## src/rtl/store_buffer_if.sv

```systemverilog
// -----------------------------------------------------------------------------
// store_buffer_if
// Memory-side bus between store_buffer and data_memory.
//
// Signals
//   mem_addr        byte address presented to data_memory
//   mem_write_data  write data presented to data_memory
//   mem_MemRead     data_memory read enable
//   mem_MemWrite    data_memory write enable
//   mem_read_data   data_memory read data (combinational read)
//
// Modports
//   master  store_buffer side (drives address/data/enables)
//   slave   data_memory side (drives read data)
// -----------------------------------------------------------------------------
interface store_buffer_if #(
  parameter int AW = 32,
  parameter int DW = 32
);
  logic [AW-1:0] mem_addr;
  logic [DW-1:0] mem_write_data;
  logic          mem_MemRead;
  logic          mem_MemWrite;
  logic [DW-1:0] mem_read_data;

  modport master (
    output mem_addr, mem_write_data, mem_MemRead, mem_MemWrite,
    input  mem_read_data
  );

  modport slave (
    input  mem_addr, mem_write_data, mem_MemRead, mem_MemWrite,
    output mem_read_data
  );
endinterface

```

## src/rtl/store_buffer.sv

```systemverilog
// -----------------------------------------------------------------------------
// store_buffer
// Posted-write FIFO between a single-cycle datapath and data_memory. Stores
// retire into the buffer without using the memory port; buffered stores drain
// into data_memory on any cycle whose load does not need the port. Loads stay
// coherent with pending stores by forwarding or by stalling.
//
// Configuration macro
//   STORE_FWD_EN  defined   : a load hitting a pending store returns the
//                             youngest matching data from the buffer, no stall,
//                             and the head still drains that cycle.
//                 undefined : a load hitting a pending store stalls while the
//                             buffer drains, then reads data_memory.
//
// Parameters
//   DEPTH  number of store entries (power of two, >= 2)
//   AW/DW  address / data width
//
// Ports
//   clk, rst_n      rising-edge clock, asynchronous active-low reset
//   cpu_addr        byte address from the ALU
//   cpu_wdata       store data
//   cpu_MemRead     load request
//   cpu_MemWrite    store request (wins if both requests are raised)
//   cpu_rdata       load data to write-back (0 when no load)
//   stall           hold PC / pipeline registers this cycle
//   mem             store_buffer_if.master to data_memory
//   empty/full      no pending stores / count == DEPTH
//   count           number of valid entries
// -----------------------------------------------------------------------------
module store_buffer #(
  parameter int DEPTH = 4,
  parameter int AW    = 32,
  parameter int DW    = 32
) (
  input  logic                   clk,
  input  logic                   rst_n,
  input  logic [AW-1:0]          cpu_addr,
  input  logic [DW-1:0]          cpu_wdata,
  input  logic                   cpu_MemRead,
  input  logic                   cpu_MemWrite,
  output logic [DW-1:0]          cpu_rdata,
  output logic                   stall,
  store_buffer_if.master         mem,
  output logic                   empty,
  output logic                   full,
  output logic [$clog2(DEPTH):0] count
);

  localparam int PW = $clog2(DEPTH);

  logic [AW-1:0]    addr_q [DEPTH];
  logic [DW-1:0]    data_q [DEPTH];
  logic [DEPTH-1:0] valid_q;
  logic [PW-1:0]    rd_ptr;
  logic [PW-1:0]    wr_ptr;
  logic [PW:0]      count_q;

  logic             is_load;
  logic             enq;
  logic             deq;
  logic             match_any;
  logic             load_port;
  logic [PW-1:0]    scan_idx;
`ifdef STORE_FWD_EN
  logic [DW-1:0]    fwd_data;
`endif

  assign empty   = (count_q == '0);
  assign full    = (count_q == (PW+1)'(DEPTH));
  assign count   = count_q;

  // A simultaneous load+store request is treated as a store only.
  assign is_load = cpu_MemRead & ~cpu_MemWrite;
  // Registered full: a same-cycle drain does not make room for this store.
  assign enq     = cpu_MemWrite & ~full;

  // Word-granular match against valid entries. Scanning oldest to youngest
  // lets the last hit overwrite earlier ones, leaving the youngest match.
  // NOTE: every variable written here gets a default first, so no latch is inferred.
  always_comb begin
    match_any = 1'b0;
    scan_idx  = '0;
`ifdef STORE_FWD_EN
    fwd_data  = '0;
`endif
    for (int k = 0; k < DEPTH; k++) begin
      scan_idx = rd_ptr + PW'(k);
      if (valid_q[scan_idx] && (addr_q[scan_idx][AW-1:2] == cpu_addr[AW-1:2])) begin
        match_any = 1'b1;
`ifdef STORE_FWD_EN
        fwd_data  = data_q[scan_idx];
`endif
      end
    end
  end

  // A hitting load never takes the port: it is either forwarded or stalled.
  assign load_port = is_load & ~match_any;
  assign deq       = ~load_port & ~empty;

  always_comb begin
    mem.mem_MemRead    = load_port;
    mem.mem_MemWrite   = deq;
    mem.mem_addr       = cpu_addr;
    mem.mem_write_data = '0;
    if (deq) begin
      mem.mem_addr       = addr_q[rd_ptr];
      mem.mem_write_data = data_q[rd_ptr];
    end
  end

`ifdef STORE_FWD_EN
  always_comb begin
    cpu_rdata = '0;
    if (is_load) cpu_rdata = match_any ? fwd_data : mem.mem_read_data;
  end
  assign stall = cpu_MemWrite & full;
`else
  assign cpu_rdata = load_port ? mem.mem_read_data : '0;
  assign stall     = (cpu_MemWrite & full) | (is_load & match_any);
`endif

  // Control state. Reset discards every pending store, even mid-drain.
  // NOTE: sequential state uses non-blocking assignments so all registers update together at the edge.
  always_ff @(posedge clk or negedge rst_n) begin
    if (!rst_n) begin
      rd_ptr  <= '0;
      wr_ptr  <= '0;
      count_q <= '0;
      valid_q <= '0;
    end else begin
      if (enq) begin
        valid_q[wr_ptr] <= 1'b1;
        wr_ptr          <= wr_ptr + 1'b1;
      end
      if (deq) begin
        valid_q[rd_ptr] <= 1'b0;
        rd_ptr          <= rd_ptr + 1'b1;
      end
      case ({enq, deq})
        2'b10:   count_q <= count_q + 1'b1;
        2'b01:   count_q <= count_q - 1'b1;
        default: count_q <= count_q;
      endcase
    end
  end

  // NOTE: the payload array has no reset; valid_q alone decides whether an entry means anything.
  always_ff @(posedge clk) begin
    if (enq) begin
      addr_q[wr_ptr] <= cpu_addr;
      data_q[wr_ptr] <= cpu_wdata;
    end
  end

endmodule

```

## src/flat_wrapper.sv

```systemverilog
// flat-port wrapper written by rule: the top's interface ports become plain ports
module store_buffer_flat 
#(
  parameter int DEPTH = 4,
  parameter int AW    = 32,
  parameter int DW    = 32
)
  (clk, rst_n, cpu_addr, cpu_wdata, cpu_MemRead, cpu_MemWrite, cpu_rdata, stall, empty, full, count, mem_mem_addr, mem_mem_write_data, mem_mem_MemRead, mem_mem_MemWrite, mem_mem_read_data);
  store_buffer_if #(.AW(AW), .DW(DW)) mem_i ();
  input  logic clk;
  input  logic rst_n;
  input  logic [AW-1:0] cpu_addr;
  input  logic [DW-1:0] cpu_wdata;
  input  logic cpu_MemRead;
  input  logic cpu_MemWrite;
  output logic [DW-1:0] cpu_rdata;
  output logic stall;
  output logic empty;
  output logic full;
  output logic [$clog2(DEPTH):0] count;
  output wire logic [$bits(mem_i.mem_addr)-1:0] mem_mem_addr;
  output wire logic [$bits(mem_i.mem_write_data)-1:0] mem_mem_write_data;
  output wire logic [$bits(mem_i.mem_MemRead)-1:0] mem_mem_MemRead;
  output wire logic [$bits(mem_i.mem_MemWrite)-1:0] mem_mem_MemWrite;
  input wire logic [$bits(mem_i.mem_read_data)-1:0] mem_mem_read_data;
  assign mem_mem_addr = mem_i.mem_addr;
  assign mem_mem_write_data = mem_i.mem_write_data;
  assign mem_mem_MemRead = mem_i.mem_MemRead;
  assign mem_mem_MemWrite = mem_i.mem_MemWrite;
  assign mem_i.mem_read_data = mem_mem_read_data;
  store_buffer #(.DEPTH(DEPTH), .AW(AW), .DW(DW)) u_core (.clk(clk), .rst_n(rst_n), .cpu_addr(cpu_addr), .cpu_wdata(cpu_wdata), .cpu_MemRead(cpu_MemRead), .cpu_MemWrite(cpu_MemWrite), .cpu_rdata(cpu_rdata), .stall(stall), .mem(mem_i), .empty(empty), .full(full), .count(count));
endmodule
```

## config.mk

```make
export PLATFORM = sky130hd
export DESIGN_NAME = store_buffer_flat
export DESIGN_NICKNAME = d
export VERILOG_FILES = /design/src/rtl/store_buffer_if.sv /design/src/rtl/store_buffer.sv /design/src/flat_wrapper.sv
export SDC_FILE = /design/constraint.sdc
export NUM_CORES = 1
export LEC_CHECK = 0
export BUFFER_PORTS_ARGS = -buffer_cell sky130_fd_sc_hd__buf_2
export CELL_PAD_IN_SITES_DETAIL_PLACEMENT = 1
export CELL_PAD_IN_SITES_GLOBAL_PLACEMENT = 2
export CORE_ASPECT_RATIO = 0.8
export CORE_MARGIN = 2
export CORE_UTILIZATION = 44
export CTS_CLUSTER_SIZE = 24
export DETAILED_ROUTE_END_ITERATION = 16
export PLACE_DENSITY_LB_ADDON = 0.1
export SLEW_MARGIN = 20
export SYNTH_ARGS = -nofsm -noshare
export SYNTH_HDL_FRONTEND = slang
export SYNTH_SLANG_ARGS = --single-unit
```

## constraint.sdc

```tcl
create_clock -name clk -period 12.18 [get_ports clk]
set_input_delay 0.609 -clock clk [delete_from_list [all_inputs] [get_ports clk]]
set_output_delay 0.609 -clock clk [all_outputs]
set_load 0.01 [all_outputs]
```

Word level (Yosys, flattened, before mapping)
Memories as Yosys holds them, arrays and structs flattened.
Cells that the tools add are included.
- bits in registers: 11
- logic and storage cells: 73
- memories: 2
- RAM bits: 256
- order comparisons: 7
- equal/unequal tests: 7
- $add $sub $neg: 6
- bitwise operators: 15
- reduce and logical (&&, ||, !) cells: 8
- multiplexer cells: 24
- memory list (name ; words ; width ; read ports ; clocked after Yosys merged registers in ; wr ports ; line ; text):
    u_core.addr_q ; 4 ; 32 ; 4 ; 0 ; 1 ; store_buffer.sv:52 ; logic [AW-1:0] addr_q [DEPTH];
    u_core.data_q ; 4 ; 32 ; 1 ; 0 ; 1 ; store_buffer.sv:53 ; logic [DW-1:0] data_q [DEPTH];
- operator list (cell ; count):
    $eq 30x30->1 ; 4
    $mux 32 ; 3
    $lt 2x3->1 const B ; 5
    $mux 1 ; 12
    $bmux 1 s2 ; 4
    $mux 4 ; 2
    $and 1x1->1 ; 6
    $logic_and 1x1->1 ; 6
    $pmux 3 s2 ; 1
    $not 1->1 ; 5
    $add 2x1->2 const B ; 2
    $add 2x2->2 const B ; 2
    $and 4x4->4 ; 1
    $demux 1 s2 ; 2
    $ge 2x1->1 const B ; 2
    $not 4->4 ; 1
    $or 4x4->4 ; 1
    $add 3x1->3 const B ; 1
    $eq 3x3->1 const B ; 1
    $logic_not 3->1 ; 1
    $sub 3x1->3 const B ; 1
    $eq 2x1->1 const B ; 1
    $eq 2x2->1 const B ; 1
    $reduce_bool 2->1 ; 1
    $or 1x1->1 ; 1

Longest topological paths before layout
- depth after elaboration: 13
- depth in mapped cells: 28
- gate-level depth less buffers: 17

Least setup slack after synthesis
Ideal clock, no wire load.
- kind: reg2reg
- from: reg u_core.rd_ptr[0]
- to: reg u_core.count_q[2] (netlist: u_core.count[2])
- cell stages (with the launch flop): 28
- setup time: 0.079 ns
- required time: 12.101 ns
- data arrival time: 5.572 ns
- path slack: 6.529 ns
- period minus slack after synthesis: 5.651 ns
- path buffers: 10
- path through: dfrtp_1 -> buf_6 -> buf_6 -> buf_8 -> inv_1 -> buf_2 -> clkbuf_1 -> buf_1 -> ha_1 -> buf_2 -> buf_4 -> buf_2 -> mux2i_1 -> o32ai_1 -> or4_1 -> nor4b_1 -> nand4_1 -> o41a_4 -> nand3_4 -> inv_2 -> buf_4 -> nor2_1 -> ha_1 -> inv_1 -> fa_1 -> xor2_1 -> nor2_1 -> xor2_1
- RTL lines (element ; line ; text):
    start: declaration ; store_buffer.sv:55 ; logic [PW-1:0] rd_ptr;
    start signal: assignment ; store_buffer.sv:139 ; rd_ptr <= rd_ptr + 1'b1;
    $add 2x2->2 * ; store_buffer.sv:88 ; scan_idx = rd_ptr + PW'(k);
    net u_core.scan_idx[0] ; store_buffer.sv:64 ; logic [PW-1:0] scan_idx;
    $mem_v2 4x32 / $bmux 1 s2 (equally long branches) ; - ;
    $eq 30x30->1 / $mux 1 (equally long branches) ; store_buffer.sv:89 ; if (valid_q[scan_idx] && (addr_q[scan_idx][AW-1:2] == cpu_addr[AW-1:2])) begin
    $logic_and 1x1->1 * ; store_buffer.sv:89 ;
    $mux 1 * ; store_buffer.sv:89 ;
    $not 1->1 * ; store_buffer.sv:99 ; assign load_port = is_load & ~match_any;
    $and 1x1->1 * ; store_buffer.sv:99 ;
    net mem_mem_MemRead ; flat_wrapper.sv:23 ; output wire logic [$bits(mem_i.mem_MemRead)-1:0] mem_mem_MemRead;
    $not 1->1 * ; store_buffer.sv:100 ; assign deq = ~load_port & ~empty;
    $and 1x1->1 * ; store_buffer.sv:100 ;
    net mem_mem_MemWrite ; flat_wrapper.sv:24 ; output wire logic [$bits(mem_i.mem_MemWrite)-1:0] mem_mem_MemWrite;
    $eq 2x1->1 / $eq 2x2->1 (equally long branches) ; store_buffer.sv:141 ; case ({enq, deq})
    $pmux 3 s2 / $reduce_bool 2->1 (equally long branches) ; - ;
    end signal: assignment ; store_buffer.sv:142 ; 2'b10: count_q <= count_q + 1'b1;
    end signal: assignment ; store_buffer.sv:143 ; 2'b01: count_q <= count_q - 1'b1;
    end signal: assignment ; store_buffer.sv:144 ; default: count_q <= count_q;
    end: declaration ; store_buffer.sv:57 ; logic [PW:0] count_q;
The timed path passes the listed nets; every way through them passes the cells marked *. The select of a mux whose other input is x is not followed.
A chain may end at the register's enable or synchronous reset.

Final worst setup path
- from: reg u_core.rd_ptr[0]
- to: out mem_mem_addr[2]
- word-level cells in the longest chain between the ends: 12
- ends and longest elaborated chain (element ; line ; text):
    $add 2x1->2 (tied with other cells) ; store_buffer.sv:88 ;
    $mem_v2 4x32 (tied with other cells) ; - ;
    $eq 30x30->1 (tied with other cells) ; store_buffer.sv:89 ;
    $logic_and 1x1->1 / $mux 1 (equally long branches) ; store_buffer.sv:89 ;
    $mux 1 (3 in series) ; store_buffer.sv:89 ;
    $not 1->1 ; store_buffer.sv:99 ;
    $and 1x1->1 ; store_buffer.sv:99 ;
    $not 1->1 ; store_buffer.sv:100 ;
    $and 1x1->1 ; store_buffer.sv:100 ;
    $mux 32 * ; store_buffer.sv:107 ; if (deq) begin
    end: declaration ; flat_wrapper.sv:21 ; output wire logic [$bits(mem_i.mem_addr)-1:0] mem_mem_addr;
Mark *: on every way between the ends. The rest lies on a longest branch, timed or not. The select of a mux whose other input is x is not followed.

==> flow_summary.json <==
{
  "grt_max_degree": 126,
  "synthFlopType": "edfxtp_1",
  "syn_inst": 1144,
  "hold_path_startpoint": "cpu_wdata[0]",
  "finalCritPeriodShare_pct": 61.4,
  "drcViolationCount": 0,
  "path_clk_slew_ns": 0.07,
  "netlist_top_cells_area": "edfxtp_1 (49%), mux4_2 (17%), mux2i_1 (5.0%)",
  "async_flop_share_pct": 4.12,
  "fp.dieW_um": 215,
  "critPathCaptureType": "primary output",
  "hold_path_class": "in2reg",
  "outcome": "completed",
  "place_area_um2": 17000,
  "nNetsFinal": 1399,
  "slowest_delay_ns": 0.83,
  "fmax_mhz": 134,
  "fp-row-count": 61,
  "dp_hpwl_um": 32600,
  "fin_skew_ns": 0.0148,
  "grt_use_met3_pct": 5.35,
  "slew_viol_final": 0,
  "wl_um": 48600,
  "yosysTopAreaCell": "edfxtp_1",
  "netlist_area_um2": 15700,
  "numCtsBuffers": 28,
  "die_h_um": 173,
  "clock_sinks": 267,
  "r2r-end": "u_core.count[2]",
  "worst_pin_slew_ns": 1.13,
  "cp_data_arrival_time_ns": 6.87,
  "r2r_slack_ns": 5.05,
  "final_cell_mix": "edfxtp_1 (256), buf_2 (203), mux4_2 (118), xnor2_1 (84), mux2i_1 (79)",
  "rsz0062_at_grt": "no",
  "cp_cell_sequence": "inv_1 -> buf_4 -> ha_4 -> buf_4 -> mux2i_1 -> o22ai_1 -> or4b_1 -> a2111oi_0 -> nand4_1 -> o41a_4 -> nand3_4 -> inv_2 -> o21ai_1 -> buf_2",
  "post-route-cell-area_um2": 18000,
  "cts_tree": "done",
  "drive_gt1_share_pct": 31.2,
  "avgSynthCellArea_um2": 13.7,
  "grt_util_all_layers_pct": 25.8,
  "htreeDepth": 1,
  "grt_pass1_vias": 11000,
  "antenna_found_initial": 1,
  "drt_iter0_markers": 910,
  "period_needed_ns": 7.48,
  "max_slew_margin_pct": 23.8,
  "final_antenna_net_count": 0,
  "grt_first_pass_wirelength_um": 72700,
  "irDropWorstVdd_mv": 0.188,
  "io_buffers": 203,
  "dr_total_vias": 10900,
  "yosysTopAreaCellShare_pct": 48.9,
  "grt-busiest-layer": "met1",
  "cp.required_ns": 11.57,
  "leakage_uw": 0.00653,
  "firstDrtPassIters": 5,
  "clock_path_buffers": 3,
  "yosysWarnings": 0,
  "hold_viol_final": 0,
  "holdPathEnd": "u_core.data_q[2][0]",
  "synth_nets": 1254,
  "gp_congestion": 0.855,
  "fin_setup_tns_ns": 0,
  "worstSkewPairLatency_ns": 0.57,
  "reg2reg_depth": 19,
  "wire_per_inst_um": 27.2,
  "cts-resized-gates": 0,
  "synth_seq_area_share_pct": 50.7,
  "synth_seq_cells": 267,
  "io_pins": 204,
  "worstSetupStartpointType": "flop",
  "area_delta_synth_final_pct": 14.3,
  "start_util_pct": 45.0,
  "critPathMostFrequentCell": "buf_4",
  "r2r-start": "u_core.rd_ptr[0]",
  "path_class": "reg2out",
  "grt_remaining_overflow": 0,
  "critPathSlowestCell": "ha_4",
  "avgViaCountPerCell": 6.12,
  "crit_fanout": 55,
  "synth_edf_count": 256,
  "fp.coreArea_um2": 35000,
  "cts-root-buf": "clkbuf_16",
  "grtUsageMet1_pct": 38.9,
  "powerDensity_nw_per_um2": 268,
  "grtUsageMet2_pct": 38.8,
  "min_path_cells": 1,
  "cap_violations": 0,
  "layout_commonest_cell": "edfxtp_1",
  "die_area_um2": 37300,
  "setup-violations-final": 0,
  "ys_types": 69
}
## worst max-delay path, delay by kind of cell, from the launching register on
family | cells | cell delay [ns]
buffers and inverters | 5 | 1.71
multiplexers | 1 | 0.32
adder cells (fa/ha/maj) | 1 | 0.83
flip-flops | 1 | 0.60
AND/OR/NAND/NOR | 3 | 1.24
AO/OA/AOI/OAI | 4 | 1.46
## logic make-up (layout without fill, tap and decap cells)
kind of cell	after synthesis	after routing	share of synthesized area [%]
AOI/OAI and AO/OA	168	168	7.57
xor gates and xnor gates	102	102	5.68
adders and majority gates	10	10	0.844
buffers and inverters	133	300	4.06
DFF	267	267	50.7
muxes	208	208	22.7
other	0	1	0
and+or+nand+nor	256	256	8.46
## flip-flops by register name, indices dropped and copies added (netlist names)
signal and flops:
u_core.wr_ptr 2, u_core.valid_q 4, u_core.rd_ptr 2, u_core.addr_q 128
u_core.data_q 128, u_core.count 3
## area by class of cell
| cell class | count | area [um^2] |
|---|---|---|
| Fill cell | 3536 | 17000 |
| Sequential cell | 267 | 7970 |
| Multi-Input combinational cell | 744 | 7150 |
| Timing Repair Buffer | 218 | 1160 |
| Clock buffer | 34 | 744 |
| Tap cell | 472 | 591 |
| Clock inverter | 18 | 245 |
| Inverter | 30 | 113 |
| Antenna cell | 1 | 2.50 |
## where the power goes
part           switching [uW]  internal (uW)
Clock                     375            562
Sequential                135           1220
Combinational            1410           1120
## cell usage after synthesis (4+ instances only)
master,n
nor2_1,62
a2111oi_0,4
a21oi_1,25
and3_1,33
o32a_1,4
buf_1,9
o21ai_1,21
nor4_1,8
inv_1,28
clkbuf_1,45
xor2_1,18
nand4_1,19
edfxtp_1,256
mux2i_1,79
ha_1,9
a32oi_1,18
buf_4,17
a22oi_1,6
a31oi_1,6
a211oi_1,5
nand2_1,51
o311ai_0,8
o22ai_1,10
xnor2_1,84
mux4_2,118
and2_1,50
nand3_1,9
o211ai_1,8
dfrtp_1,11
a2bb2oi_1,5
buf_6,4
buf_2,26
mux2_2,11
o21ai_0,22
nor3_1,5
## repair_timing
item,in CTS,in global routing
hold buffers,1,0
endpoints found under the hold margin,11,0
setup buffers,0,0
## per-layer routing
layer	wire length, um	vias to the layer above	part of all wire, %
li1	-	4780	-
met1	22700	5712	47
met2	21700	380	45
met3	3280	47	6.8
met4	898	0	1.8
met5	0	-	0
## per-stage QoR
step	util [%]	instances	hold slack [ns]	total power [uW]	setup slack [ns]
floorplan	-	1144	0.313	3180	6.53
global placement	48.5	1730	0.501	3880	5.13
detailed placement	48.5	1730	0.514	3910	4.99
CTS	51.4	1783	0.243	4850	4.63
global route	51.4	1783	0.248	5080	4.37
finish	51.4	1784	0.259	4830	4.70
## how the worst max path moves through the flow
| stage | from | to | slack (ns) | cells past startpoint |
|---|---|---|---|---|
| 2_1_floorplan | u_core.rd_ptr[0] | u_core.count[2] | 6.53 | 27 |
| 3_3_place_gp | u_core.rd_ptr[0] | u_core.count[2] | 5.13 | 19 |
| 3_5_place_dp | u_core.rd_ptr[0] | u_core.count[2] | 4.99 | 19 |
| 4_1_cts | u_core.rd_ptr[0] | mem_mem_addr[5] | 4.63 | 14 |
| 5_1_grt | u_core.rd_ptr[0] | mem_mem_addr[2] | 4.37 | 14 |
| 6_report | u_core.rd_ptr[0] | mem_mem_addr[2] | 4.70 | 14 |
No activity file was read; power rests on OpenSTA's default activity.
